### src/rtl/uart_pkg.sv
// uart_pkg: receiver state encoding and frame constants shared by the UART receive path
package uart_pkg;
  typedef enum logic [2:0] {IDLE, START, DATA, PARITY, STOP} state_t;
  localparam int DATA_BITS = 8;
  localparam int RATE_MIN = 4;
endpackage

### src/rtl/uart_bit_timer.sv
// uart_bit_timer: per-frame bit-period down-counter; loadHalf latches rate and aims the first expiry mid start bit
module uart_bit_timer #(
  parameter int RATE_W = 16
) (
  input  logic              clk,
  input  logic              nReset,
  input  logic [RATE_W-1:0] rate,
  input  logic              loadHalf,
  output logic              expire
);
  logic [RATE_W-1:0] latchedRate;
  logic [RATE_W-1:0] cnt;
  assign expire = cnt == '0;
  always_ff @(posedge clk or negedge nReset)
    if (!nReset) begin
      latchedRate <= '0;
      cnt         <= '0;
    end else if (loadHalf) begin
      latchedRate <= rate;
      cnt         <= (rate >> 1) - 1'b1;
    end else begin
      cnt <= expire ? latchedRate - 1'b1 : cnt - 1'b1;
    end
endmodule

### src/rtl/uart_rx.sv
// uart_rx: 8N1 receive framer with one-entry valid/ready holding register.
// Define UART_RX_PARITY_EN to add an even-parity bit and the parityError port.
module uart_rx import uart_pkg::*; #(
  parameter int RATE_W    = 16,
  parameter int DATA_BITS = uart_pkg::DATA_BITS
) (
  input  logic              clk,
  input  logic              nReset,
  input  logic [RATE_W-1:0] rate,
  input  logic              in,
  input  logic              inFall,
  output logic [7:0]        data,
  output logic              valid,
  input  logic              ready,
  output logic              framingError,
  output logic              overrun,
  output logic              busy
`ifdef UART_RX_PARITY_EN
  ,
  output logic              parityError
`endif
);
  if (DATA_BITS != 8) begin : g_bits_check
    $error("uart_rx supports DATA_BITS=8 only");
  end
`ifdef UART_RX_PARITY_EN
  localparam state_t AFTER_DATA = PARITY;
  logic parBit;
`else
  localparam state_t AFTER_DATA = STOP;
`endif
  state_t     state, stateNext;
  logic       expire, loadHalf;
  logic [2:0] bitIdx;
  logic [7:0] shift;
  // A fall only starts a frame from IDLE; one coinciding with the STOP sample is dropped
  assign loadHalf = state == IDLE && inFall;
  assign busy     = state != IDLE;
  uart_bit_timer #(.RATE_W(RATE_W)) u_timer (
    .clk      (clk),
    .nReset   (nReset),
    .rate     (rate),
    .loadHalf (loadHalf),
    .expire   (expire)
  );
  always_ff @(posedge clk or negedge nReset)
    if (!nReset) state <= IDLE;
    else         state <= stateNext;
  always_comb begin
    stateNext = state;
    unique case (state)
      IDLE:    stateNext = inFall ? START : IDLE;
      START:   stateNext = expire ? (in ? IDLE : DATA) : START;
      DATA:    stateNext = expire && bitIdx == 3'd7 ? AFTER_DATA : DATA;
      PARITY:  stateNext = expire ? STOP : PARITY;
      STOP:    stateNext = expire ? IDLE : STOP;
      default: stateNext = IDLE;
    endcase
  end
  always_ff @(posedge clk or negedge nReset)
    if (!nReset) begin
      bitIdx       <= '0;
      shift        <= '0;
      data         <= '0;
      valid        <= 1'b0;
      framingError <= 1'b0;
      overrun      <= 1'b0;
`ifdef UART_RX_PARITY_EN
      parBit       <= 1'b0;
      parityError  <= 1'b0;
`endif
    end else begin
      framingError <= 1'b0;
      overrun      <= 1'b0;
`ifdef UART_RX_PARITY_EN
      parityError  <= 1'b0;
      if (expire && state == PARITY) parBit <= in;
`endif
      if (valid && ready) valid <= 1'b0;
      if (expire && state == START) bitIdx <= '0;
      if (expire && state == DATA) begin
        shift  <= {in, shift[7:1]};
        bitIdx <= bitIdx + 1'b1;
      end
      if (expire && state == STOP) begin
        if (!in) framingError <= 1'b1;
        else if (valid && !ready) overrun <= 1'b1;
        else begin
          data  <= shift;
          valid <= 1'b1;
        end
`ifdef UART_RX_PARITY_EN
        parityError <= parBit != ^shift;
`endif
      end
    end
endmodule
### config.mk
export PLATFORM = sky130hd
export DESIGN_NAME = uart_rx
export DESIGN_NICKNAME = d
export VERILOG_FILES = /design/src/rtl/uart_pkg.sv /design/src/rtl/uart_bit_timer.sv /design/src/rtl/uart_rx.sv
export SDC_FILE = /design/constraint.sdc
export NUM_CORES = 1
export LEC_CHECK = 0
export ABC_AREA = 1
export ABC_CLOCK_PERIOD_IN_PS = 2200
export BUFFER_PORTS_ARGS = -buffer_cell sky130_fd_sc_hd__buf_4
export CORE_UTILIZATION = 38
export DETAILED_ROUTE_END_ITERATION = 8
export SLEW_MARGIN = 20
export SYNTH_ARGS = -nofsm -noshare
export SYNTH_HDL_FRONTEND = slang
export SYNTH_SLANG_ARGS = --single-unit
### constraint.sdc
create_clock -name clk -period 2.2 [get_ports clk]
set_clock_uncertainty 0.05 [all_clocks]
set_input_delay 0.44 -clock clk [delete_from_list [all_inputs] [get_ports clk]]
set_output_delay 0.44 -clock clk [all_outputs]
set_load 0.01 [all_outputs]
# Yosys cells after proc, flatten, opt, wreduce, memory -nomap -nowiden
# Cells that the tools add are included.
# Widths: inputs -> output; s select.
[totals]
regBits = 57
latchBits = 0
ramBits = 0
rom_bits = 0
inputBits = 21
out_inout_bits = 12
elab_cells = 52
memories = 0
[op_classes]
n_addsub = 4
n_mul = 0
div = 0
magnitude_cmp = 0
eq_ne = 5
n_shift = 0
n_mux = 20
bitwise_logic = 1
reduce_logical = 13
[op_table]
columns = ["cell", "n"]
rows = [
  ["$mux 16", 2],
  ["$sub 16x1->16 const B", 2],
  ["$logic_not 16->1", 1],
  ["$sub 15x1->16 const B", 1],
  ["$mux 3", 5],
  ["$pmux 3 s5", 1],
  ["$mux 1", 10],
  ["$logic_and 1x1->1", 7],
  ["$eq 3x2->1 const B", 2],
  ["$eq 3x3->1 const B", 2],
  ["$mux 2", 2],
  ["$add 3x1->3 const B", 1],
  ["$eq 3x1->1 const B", 1],
  ["$logic_not 3->1", 1],
  ["$reduce_and 3->1", 1],
  ["$reduce_bool 3->1", 1],
  ["$reduce_bool 2->1", 1],
  ["$logic_not 1->1", 1],
  ["$not 1->1", 1],
]

# Longest topological paths before layout
[logic_depth]
depth_word = 5
depth_mapped = 15
ltp_nobuf = 14

# By module
# From an unflattened synthesis, not the netlist that was laid out.
[unflattened]
hier_cells = 381
hier_area_um2 = 3035.4
[by_module_without_submodules]
columns = ["module", "instances", "cells_each", "area_each_um2"]
rows = [
  ["uart_bit_timer", 1, 256, 1911.8],
  ["uart_rx", 1, 125, 1123.6],
]

# Least setup slack after synthesis
# OpenSTA, ideal clock, no wires.
[synth_timing]
path_kind = "flip-flop to flip-flop"
from = "register u_timer.cnt[13]"
to = "register u_timer.cnt[8]"
setup_ps = 125
t_arrival_ps = 1752
t_required_ps = 2025
path_slack_ps = 273
path_stages_with_launch = 14
path_buffers = 1
cell_sequence = "dfrtp_1 -> nor2_1 -> nand2_1 -> nor2_4 -> nand2_1 -> buf_6 -> a21oi_1 -> nand2_1 -> nand2_2 -> inv_2 -> ha_1 -> nand2_1 -> nor2_1 -> xor2_1"
[synth_between]
elab_chain_cells = 3
[synth_rtl]
columns = ["item", "line_no", "text"]
rows = [
  ["start: declaration", "uart_bit_timer.sv:12", "logic [RATE_W-1:0] cnt;"],
  ["start signal: assignment", "uart_bit_timer.sv:20", "cnt <= (rate >> 1) - 1'b1;"],
  ["start signal: assignment", "uart_bit_timer.sv:22", "cnt <= expire ? latchedRate - 1'b1 : cnt - 1'b1;"],
  ["$logic_not 16->1", "uart_bit_timer.sv:13", "assign expire = cnt == '0;"],
  ["$mux 16", "uart_bit_timer.sv:22", ""],
  ["$mux 16", "uart_bit_timer.sv:18", "end else if (loadHalf) begin"],
]
# No other way between the ends.
# A chain may end at the register's enable or synchronous reset.

# Worst setup path after layout
[layout_timing]
from = "register u_timer.cnt[9]"
to = "register u_timer.cnt[11]"
[layout_between]
elab_chain_cells = 3
[layout_rtl]
columns = ["item", "line_no"]
rows = [
  ["$sub 16x1->16 / $logic_not 16->1 (equally long branches)", "uart_bit_timer.sv:22, uart_bit_timer.sv:13"],
  ["$mux 16 *", "uart_bit_timer.sv:22"],
  ["$mux 16 *", "uart_bit_timer.sv:18"],
]
# Every way passes the cells marked *; elsewhere a longest branch is shown, timed or not.

==> results.sh <==
export IMPL_syn_area_mm2=0.003007
export IMPL_power_leakage_nw=1.871
export IMPL_yosysTopAreaCellShare_pct=47.44
export IMPL_route_detailed_drc=0
export IMPL_regArea_mm2=0.001426
export IMPL_critPathLaunch="u_timer.cnt[9]$_DFF_PN0_"
export IMPL_setup_viol=0
export IMPL_drt_iter0_markers=87
export IMPL_die_w_um=90.95
export IMPL_grt_usage_pct=17.31
export IMPL_antenna_found_initial=0
export IMPL_multiInputGateArea_mm2=0.001328
export IMPL_r2r_setup_slack_ns=0.20
export IMPL_seq_area_frac_synth_pct=47.44
export IMPL_hpwlAfterDp_mm=4.606
export IMPL_post_route_min_period_ns=2.000
export IMPL_core_mm2=0.007687
export IMPL_area_growth_pct=20.14
export IMPL_crit_type="reg2reg"
export IMPL_max_cap_violations=0
export IMPL_finalWirelength_mm=6.213
export IMPL_initial_core_util_pct=39.11
export IMPL_yosys_register_bits=57
export IMPL_ir_worst_vdd_mv=0.3891
export IMPL_antenna_cells=0
export IMPL_rsz0062_at_grt="no"
export IMPL_clk_latency_ns=0.34
export IMPL_r2r_start="u_timer.cnt[9]$_DFF_PN0_"
export IMPL_grt_max_degree=58
export IMPL_cts_tree="built"
export IMPL_drt_pass1_iterations=4
export IMPL_row_count=32
export IMPL_required_ns=2.38
export IMPL_cts_buffer_depth=2
export IMPL_synth_cells=367
export IMPL_timing_rr_end="u_timer.cnt[11]$_DFF_PN0_"
export IMPL_critPathCaptureType="flip-flop"
export IMPL_vias=2357
export IMPL_num_io_pins=33
export IMPL_hp_class="in2async"
export IMPL_power_w=0.002110
export IMPL_cp_data_arrival_time_ns=2.18
export IMPL_placed_cells=499
export IMPL_synth_cell_type_count=28
export IMPL_grt_pass1_vias=2355
export IMPL_layout_cells_non_filler=516
export IMPL_reg2reg_depth=14
export IMPL_htree_levels=3
export IMPL_syn_avg_cell_area_um2=8.192
export IMPL_status="completed"
export IMPL_layout_commonest_cell="nand2_1"
export IMPL_cts_sinks=57
export IMPL_fillers=795
export IMPL_synth_warning_count=0
export IMPL_path_clk_slew_ns=0.07
export IMPL_numCtsBuffers=9
export IMPL_grt_pass1_wl_mm=10.93
export IMPL_die_area_mm2=0.008272
export IMPL_drive_gt1_share_pct=26.09
export IMPL_die_h_um=90.95
export IMPL_synth_largest_area_cell="dfrtp_1"
export IMPL_post_route_period_util_pct=90.91
export IMPL_final_cell_mix="nand2_1 (103), dfrtp_1 (57), inv_1 (48)"
export IMPL_ant_nets=0
export IMPL_cp_endpoint="u_timer.cnt[11]$_DFF_PN0_"
export IMPL_hold_viol_final=0
export IMPL_worstSetupStartpointType="flip-flop"
export IMPL_grt_overflow_total=0
export IMPL_wl_per_cell_um=12.04
export IMPL_gp_congestion=0.8992
export IMPL_powerDensity_mw_per_mm2=584.0
export IMPL_tightest_slew_ns=0.7232
export IMPL_cts_root_buf="clkbuf_8"
export IMPL_port_buffers=32
export IMPL_synth_area_leaders="dfrtp_1 (47%), nand2_1 (13%), inv_1 (6.0%)"
export IMPL_vias_per_cell=4.568
export IMPL_path_max_fanout=7
export IMPL_finalMaxSlewViolations=0
export IMPL_fmax_mhz=500.0
export IMPL_synth_fp_nets=391
export IMPL_nets=433
export IMPL_relSlewSlack_pct=51.79
export IMPL_setup_tns_ns=0
## state kept, by name (all words and copies together), names as in the netlist
signal	count
bitIdx	3
framingError	1
valid	1
shift	8
u_timer.latchedRate	16
overrun	1
u_timer.cnt	16
data	8
state	3
## synthesized netlist by cell type, drive strengths merged
cell type  count
buf            9
mux2           1
a21oi          2
nand2        121
or2            1
o221ai         1
inv           52
clkbuf         2
nand3         33
nor2          41
o21ai         29
a32o           2
nor3           4
dfrtp         57
nand3b         2
xnor2          2
xor2           5
ha             3
## what timing repair did
action | CTS | global route
setup endpoints to repair | 0 | 8
setup buffers | 0 | 1
hold buffers | 0 | 0
gates resized for setup | 0 | 8
## worst max-delay path, cell delays in order (launching register included)
cell,delay (ns)
dfrtp_1,0.39
nor2_1,0.13
nand2_1,0.10
nor2_4,0.15
nand2_2,0.09
or2_0,0.21
nand2_1,0.09
nand2_2,0.07
inv_2,0.08
buf_4,0.13
nand2_4,0.07
nor2_8,0.15
nand2_1,0.07
nand2_1,0.05
nand2_1,0.06
## logic make-up after synthesis
| family | after synthesis | synth area share (%) |
|---|---|---|
| buffers and inverters | 63 | 9.488 |
| AO/OA/AOI/OAI | 34 | 6.117 |
| XOR/XNOR | 7 | 2.289 |
| flip-flops | 57 | 47.44 |
| multiplexers | 1 | 0.3745 |
| adder cells (fa/ha/maj) | 3 | 1.249 |
| AND/OR/NAND/NOR | 202 | 33.04 |
## through the flow
stage          utilization [%]  instance area (um^2)  setup WS [ns]  hold WS (ns)
2_1_floorplan                -                  3007         0.2732       0.09441
3_3_place_gp             43.77                  3364         0.1342        0.4172
3_5_place_dp             43.77                  3364         0.1087        0.4262
4_1_cts                  46.42                  3568        0.08796        0.1305
5_1_grt                  46.99                  3612       0.009202        0.1494
6_report                 46.99                  3612         0.2000        0.1017
## metal layers
metal  GRT usage [%]  vias up  wire (um)
li1                -     1224          -
met1           21.20     1080       2934
met2           27.46       40       2916
met3           6.114       13        243
met4           7.672        0        118
met5               0        -          0
## worst min path at each step
stage / from / endpoint / slack (ns) / cells past startpoint
3_5_place_dp: u_timer.latchedRate[3]$_DFFE_PN0P_ / u_timer.latchedRate[3]$_DFFE_PN0P_ / 0.43 / 2
5_1_grt: nReset / data[4]$_DFFE_PN0P_ / 0.15 / 1
6_report: nReset / data[4]$_DFFE_PN0P_ / 0.10 / 1
2_1_floorplan: nReset / bitIdx[0]$_DFFE_PN0P_ / 0.09 / 0
3_3_place_gp: u_timer.latchedRate[10]$_DFFE_PN0P_ / u_timer.latchedRate[10]$_DFFE_PN0P_ / 0.42 / 2
4_1_cts: nReset / data[3]$_DFFE_PN0P_ / 0.13 / 1
## where the power goes
group / internal [W] / switching (W) / total (W)
Clock: 0.000555 / 0.000457 / 0.00101
Sequential: 0.00105 / 0.000000189 / 0.00105
Combinational: 0.0000227 / 0.0000270 / 0.0000496
Total: 0.00163 / 0.000484 / 0.00211
## final cells by class
class	instances	area share, %
sequential	57	39.49
clock buffer	10	3.810
clock inverter	6	1.836
timing repair buffer	42	9.179
tap	102	3.533
inverter	52	5.404
multi-input combinational	247	36.75
(Power assumes the default switching activity.)
